## src/rtl/wspr_input_debounce.sv

```systemverilog
// wspr_input_debounce: synchronize an async level, debounce it with a dwell-count FSM, count rejected glitches.
module wspr_input_debounce #(
  parameter int SYNC_STAGES     = 2,
  parameter int DEBOUNCE_CYCLES = 1000,
  parameter bit RESET_LEVEL     = 1'b0
) (
  input  logic       clk,
  input  logic       rst,
  input  logic       din,
  output logic       sig,
  output logic       stable,
  output logic [7:0] glitch_cnt
);
  localparam int CNT_W = DEBOUNCE_CYCLES > 1 ? $clog2(DEBOUNCE_CYCLES) : 1;
  localparam logic [CNT_W-1:0] LAST = CNT_W'(DEBOUNCE_CYCLES - 1);
  // bit 0 set marks the two qualifying states, so stable is a single flop bit
  typedef enum logic [1:0] {S_LOW = 2'b00, S_RISE = 2'b01, S_HIGH = 2'b10, S_FALL = 2'b11} state_t;
  logic [SYNC_STAGES-1:0] sync_q;
  state_t                 state_q, state_d;
  logic [CNT_W-1:0]       cnt_q, cnt_d;
  logic [7:0]             glitch_q, glitch_d, glitch_inc;
  logic                   sig_q, sig_d, ds;
  assign ds         = sync_q[SYNC_STAGES-1];
  assign glitch_inc = &glitch_q ? glitch_q : glitch_q + 8'd1;
  always_ff @(posedge clk or negedge rst)
    if (!rst) begin
      sync_q   <= {SYNC_STAGES{RESET_LEVEL}};
      state_q  <= RESET_LEVEL ? S_HIGH : S_LOW;
      cnt_q    <= '0;
      glitch_q <= '0;
      sig_q    <= RESET_LEVEL;
    end else begin
      sync_q   <= {sync_q[SYNC_STAGES-2:0], din};
      state_q  <= state_d;
      cnt_q    <= cnt_d;
      glitch_q <= glitch_d;
      sig_q    <= sig_d;
    end
  always_comb begin
    state_d  = state_q;
    cnt_d    = cnt_q;
    glitch_d = glitch_q;
    sig_d    = sig_q;
    case (state_q)
      S_LOW:
        if (ds) begin
          state_d = S_RISE;
          cnt_d   = '0;
        end
      S_RISE:
        if (!ds) begin
          state_d  = S_LOW;
          glitch_d = glitch_inc;
        end else if (cnt_q == LAST) begin
          state_d = S_HIGH;
          sig_d   = 1'b1;
        end else cnt_d = cnt_q + CNT_W'(1);
      S_HIGH:
        if (!ds) begin
          state_d = S_FALL;
          cnt_d   = '0;
        end
      S_FALL:
        if (ds) begin
          state_d  = S_HIGH;
          glitch_d = glitch_inc;
        end else if (cnt_q == LAST) begin
          state_d = S_LOW;
          sig_d   = 1'b0;
        end else cnt_d = cnt_q + CNT_W'(1);
    endcase
  end
  assign sig        = sig_q;
  assign stable     = ~state_q[0];
  assign glitch_cnt = glitch_q;
endmodule

```

## config.mk

```make
export PLATFORM = sky130hd
export DESIGN_NAME = wspr_input_debounce
export DESIGN_NICKNAME = d
export VERILOG_FILES = /design/src/rtl/wspr_input_debounce.sv
export SDC_FILE = /design/constraint.sdc
export NUM_CORES = 1
export LEC_CHECK = 0
export CAP_MARGIN = 20
export CORE_MARGIN = 1
export CORE_UTILIZATION = 58
export DETAILED_ROUTE_END_ITERATION = 6
export PLACE_DENSITY = 0.82
export SLEW_MARGIN = 20
export SYNTH_ARGS = -nofsm -noshare
export SYNTH_HDL_FRONTEND = slang
export SYNTH_SLANG_ARGS = --single-unit
```

## constraint.sdc

```tcl
create_clock -name clk -period 3.2 [get_ports clk]
set_clock_uncertainty 0.2 [all_clocks]
set_input_delay 0.64 -clock clk [delete_from_list [all_inputs] [get_ports clk]]
set_output_delay 0.64 -clock clk [all_outputs]
set_load 0.05 [all_outputs]
```

### Yosys cells after proc, flatten, opt, wreduce, memory -nomap -nowiden

Cells that the tools add are included.

* bits in registers: 23
* input bits: 3
* logic and storage cells: 51
* output and inout port bits: 10

* equality and inequality tests: 14
* reductions and logical operators: 7
* mux-type cells: 22
* $add $sub $neg: 2
* bitwise operators: 1

Operator list (count)
* $mux 10: 5
* $pmux 10 s4: 1
* $mux 8: 3
* $ne 2x2->1 const B: 8
* $pmux 8 s2: 1
* $mux 2: 6
* $add 10x1->10 const B: 1
* $eq 10x10->1 const B: 1
* $add 8x1->8 const B: 1
* $pmux 2 s4: 1
* $reduce_and 4->1: 2
* $reduce_and 8->1: 1
* $ne 3x3->1 const B: 2
* $reduce_and 5->1: 1
* $eq 2x2->1 const B: 2
* $mux 1: 4
* $reduce_and 3->1: 1
* $eq 2x1->1 const B: 1
* $logic_not 2->1: 1
* $pmux 1 s2: 1
* $reduce_bool 2->1: 1
* $not 1->1: 1

### Logic depth before layout (Yosys ltp)

* depth after elaboration: 4
* depth in mapped cells: 6
* gate-level depth less buffers: 5

### Worst setup path before layout

OpenSTA, ideal clock, no wires.

* kind: reg-to-reg
* start point: reg glitch_q[0] (netlist: glitch_cnt[0])
* end point: reg glitch_q[1] (netlist: glitch_cnt[1])
* arrival: 1.745 ns
* clock period less this slack: 2.073 ns
* buffers on the path: 0
* library setup time: 0.127 ns
* path slack: 1.127 ns
* data required time: 2.873 ns
* stages on the path, launching flop included: 5
* cell sequence: dfrtp_1 -> ha_1 -> and4_1 -> a211oi_2 -> mux2_1

* word-level cells in the longest chain between the ends: 4
* elaborated cells on any way between the ends: 6
* those cells by class: add/sub: 1; mux: 4; reduce/logical: 1

RTL lines
* start: declaration: RTL line 21 `logic [7:0] glitch_q, glitch_d, glitch_inc;`
* start signal: assignment: RTL line 36 `glitch_q <= glitch_d;`
* $add 8x1->8 or $reduce_and 8->1 (tied branches): RTL line 24 `assign glitch_inc = &glitch_q ? glitch_q : glitch_q + 8'd1;`
* $mux 8 (*): RTL line 24
* $mux 8, on equally long branches: RTL line 64, 51
* $pmux 8 s2 (*): RTL line 44 `case (state_q)`

Mark *: on every way between the ends. The rest lies on a longest branch, timed or not. The select of a mux whose other input is x is not followed.
A chain may end at the register's enable or synchronous reset.

### Final worst setup path

* start point: reg state_q[0]
* end point: out stable

* word-level cells in the longest chain between the ends: 1

RTL lines
* start: declaration: RTL line 19 `state_t state_q, state_d;`
* start signal: assignment: RTL line 28 `state_q <= RESET_LEVEL ? S_HIGH : S_LOW;`
* start signal: assignment: RTL line 34 `state_q <= state_d;`
* $not 1->1: RTL line 74 `assign stable = ~state_q[0];`
* end: declaration: RTL line 11 `output logic stable,`

Every way passes these cells.

==> reports/results.md <==
* **Min-Delay Path Class** reg -> reg
* **DIE WIDTH** 46.8 um
* **DIE HEIGHT** 46.8 um
* **critical path peak fanout** 13
* **most frequent cell after synthesis** dfrtp_1
* **Pre-Repair DR Iteration Count** 4
* **Slew headroom** 66.6%
* **total number of vias** 885
* **number of clock sinks** 23
* **area of the placeable core** 0.00180 mm2
* **Worst VDD drop** 0.000569 V
* **maximum achievable frequency** 358 MHz
* **library cell used as clock root buffer** clkbuf_4
* **EDFF count, synth** 0
* **Sw Pwr** 329 uW
* **Post-synth top cells** 23 x dfrtp_1, 16 x nand2_1, 6 x nor3_1
* **number of buffers created by CTS** 3
* **type of element launching the critical path** flop
* **# Post-CTS Setup Buffers** 0
* **minimum period implied by the final worst setup slack** 2.80 ns
* **actual transition at the worst max-transition pin** 0.499 ns
* **fraction of final layout cells sized beyond drive strength 1** 11.0%
* **Yosys cell types** 38
* **power per cell area** 613 mW/mm2
* **starting density of the core** 64.7%
* **count of max-cap constraint violations** 0
* **DP HPWL** 1630 um
* **post-synthesis net count** 116
* **Total Negative Setup Slacks** 0 ns
* **period utilization** 87.4%
* **hold buffers post-CTS** 0
* **Total Routing Usage GR** 22.8%
* **total of buffers placed on input and output ports** 12
* **DRC Markers** 0
* **part of the power in registers** 48.4%
* **Cell Area, Synth** 0.00117 mm2
* **result of the run** finished, final reports clean
* **number of antenna violations at the first check in global routing** 0
* **Sw Ratio** 39.9%
* **final routed wire length divided by cell count** 14.4 um
* **Mapped Avg Cell Area** 10.5 um2
* **flop and latch count out of synthesis** 23
* **count of endpoints failing hold in the final timing report** 0
* **Final setup violation count** 0
* **first-pass GRT wire length** 3550 um
* **number of buffers on the longest clock path** 2
* **CP Data Arrival Time** 1.96 ns
* **number of standard cells in the layout, taps in and fillers out** 152
* **number of global-route vias before repair** 824
* **Synth async-reset ratio** 100%
* **library cell occupying the most area in the post-synthesis netlist** dfrtp_1
* **area used by multi-input combinational logic** 557 um2
* **area taken by flip-flops and latches** 576 um2
* **post-CTS sizing** 0
* **TritonCTS clock tree** built
* **Top-Level Pins** 13
* **synthesized instance count** 111
* **CP endpoint kind** output pin
* **total detailed-routing wirelength** 2200 um
* **largest net degree at the start of global routing** 24
* **RSZ-0062 raised after global routing** false
* **cell row count** 15
* **Leakage Power** 0.570 nW
* **yosys synthesis warning count** 0
* **reg-to-reg setup timing slack** 1.26 ns
* **proportion of synthesized chip area in sequential cells** 49.4%
* **Clock Pin Slew Worst Setup and Hold Paths** 0.11 ns
* **Synth area leaders** dfrtp_1 49%, nand2_1 5.2%, xnor2_1 3.0%, xor2_1 3.0%, and3_1 2.7%
* **Clock Power Share** 15.3%
* **signed area change from the synthesized netlist to the final layout** 15.2%
* **required time worst endpoint** 2.36 ns
* **number of pins with negative max-slew slack in the final report** 0
* **Remaining Overflow, GRT** 0
* **number of H-tree branching levels** 1
* **Starting DRT DRC Count** 37
* **die area** 0.00219 mm2
* **Logic pwr share** 36.2%
* **number of nets still failing antenna checks after routing** 0
* **total instance count after detailed placement** 148
* **via count normalized by instance count** 5.82
* **fill cell total of the finished layout** 133
* **dominant synthesized flop cell** dfrtp_1
* **number of antenna cells inserted** 0
* **total internal power** 495 uW
* **routability-driven placement congestion ratio** 0.869
* **Crit Path Category** reg -> out
* **portion of synthesized cell area occupied by the leading cell type** 49.4%
* **clock latency on the worst-skew pair** 0.30 ns
* **number of nets in the finished design** 133
==> path summary, 6_finish.rpt <==
path | cells past startpoint | startpoint | end
worst max-delay path | 2 | state_q[0]$_DFFE_PN0P_ | stable
worst max register to register | 4 | state_q[0]$_DFFE_PN0P_ | sig$_DFFE_PN0P_
max in group asynchronous | 2 | rst | sync_q[1]$_DFF_PN0_
worst min-delay path | 0 | sync_q[0]$_DFF_PN0_ | sync_q[1]$_DFF_PN0_
min in group asynchronous | 2 | rst | cnt_q[6]$_DFFE_PN0P_
worst min register to register | 0 | sync_q[0]$_DFF_PN0_ | sync_q[1]$_DFF_PN0_
==> sequential cells by signal, summed over array words and instances (netlist names), named ones only <==
name        cells
cnt_q          10
glitch_cnt      8
sync_q          2
sig             1
state_q         1
==> through the flow <==
stage	total power [mW]	area, um2	hold slack, ns	utilization, %	setup slack, ns
finish	0.824	1340	0.168	74.6	0.404
global route	0.872	1340	0.180	74.6	0.316
CTS	0.832	1340	0.172	74.6	0.400
detailed placement	0.703	1320	0.144	73.1	0.750
global placement	0.691	1320	0.133	73.1	0.794
floorplan	0.595	1170	0.131	-	1.13
==> power by group through the flow <==
| stage | registers (mW) | clock network, mW | logic (mW) |
|---|---|---|---|
| 2_1_floorplan | 0.513 | 0 | 0.0817 |
| 3_3_place_gp | 0.398 | 0 | 0.294 |
| 3_5_place_dp | 0.404 | 0 | 0.299 |
| 4_1_cts | 0.399 | 0.132 | 0.300 |
| 5_1_grt | 0.407 | 0.145 | 0.320 |
| 6_report | 0.399 | 0.127 | 0.299 |
==> cells by family after synthesis <==
| logic type | share of synthesized area [%] |
|---|---|
| simple gates | 21.2 |
| flops | 49.4 |
| compound gates | 13.4 |
| xor+xnor | 7.40 |
| buf+inv | 2.90 |
| mux | 3.54 |
| fa+ha+maj | 2.15 |
==> critical path, stage by stage, from the launching register on <==
cell,delay [ns]
dfrtp_1,0.53
inv_1,0.27
clkdlybuf4s50_1,0.85
==> area by class of cell <==
| class | instances | share of cell area, % |
|---|---|---|
| inverters | 5 | 1.40 |
| well taps | 25 | 2.33 |
| flip-flops and latches | 23 | 42.8 |
| multi-input cells | 81 | 41.4 |
| clock buffers | 4 | 1.96 |
| repair buffers | 14 | 10.1 |
==> placed cells by master, fill, tap and decap left out <==
cell type	Yosys	final
dfrtp_1	23	23
nand2_1	16	16
clkdlybuf4s50_1	0	12
nor3_1	6	6
and3_1	5	5
inv_1	4	4
xor2_1	4	4
nand3_1	4	4
xnor2_1	4	4
nand2b_1	3	3
o21ai_1	3	3
o21ai_0	3	3
nor2_1	3	3
mux2i_1	3	3
clkbuf_4	0	3
nand4_1	2	2
o41ai_1	2	2
a22o_1	2	2
a21oi_1	2	2
ha_1	2	2
buf_4	0	2
nand4_2	1	1
o41ai_2	1	1
and4_1	1	1
a211oi_2	1	1
nor4_2	1	1
xnor2_2	1	1
a31oi_1	1	1
or2_2	1	1
o22ai_1	1	1
nor4_1	1	1
a211oi_1	1	1
nor4b_1	1	1
mux2_1	1	1
inv_2	1	1
nand4b_1	1	1
o211ai_1	1	1
o22ai_2	1	1
o31ai_2	1	1
clkbuf_1	1	1
==> per-layer routing <==
| metal | share of wire (%) | GRT usage [%] | up-vias |
|---|---|---|---|
| li1 | - | - | 438 |
| met1 | 47 | 31.7 | 426 |
| met2 | 49 | 36.1 | 21 |
| met3 | 4.5 | 5.38 | 0 |
| met4 | 0 | 5.71 | 0 |
| met5 | 0 | 0 | - |
(Power assumes the default switching activity.)
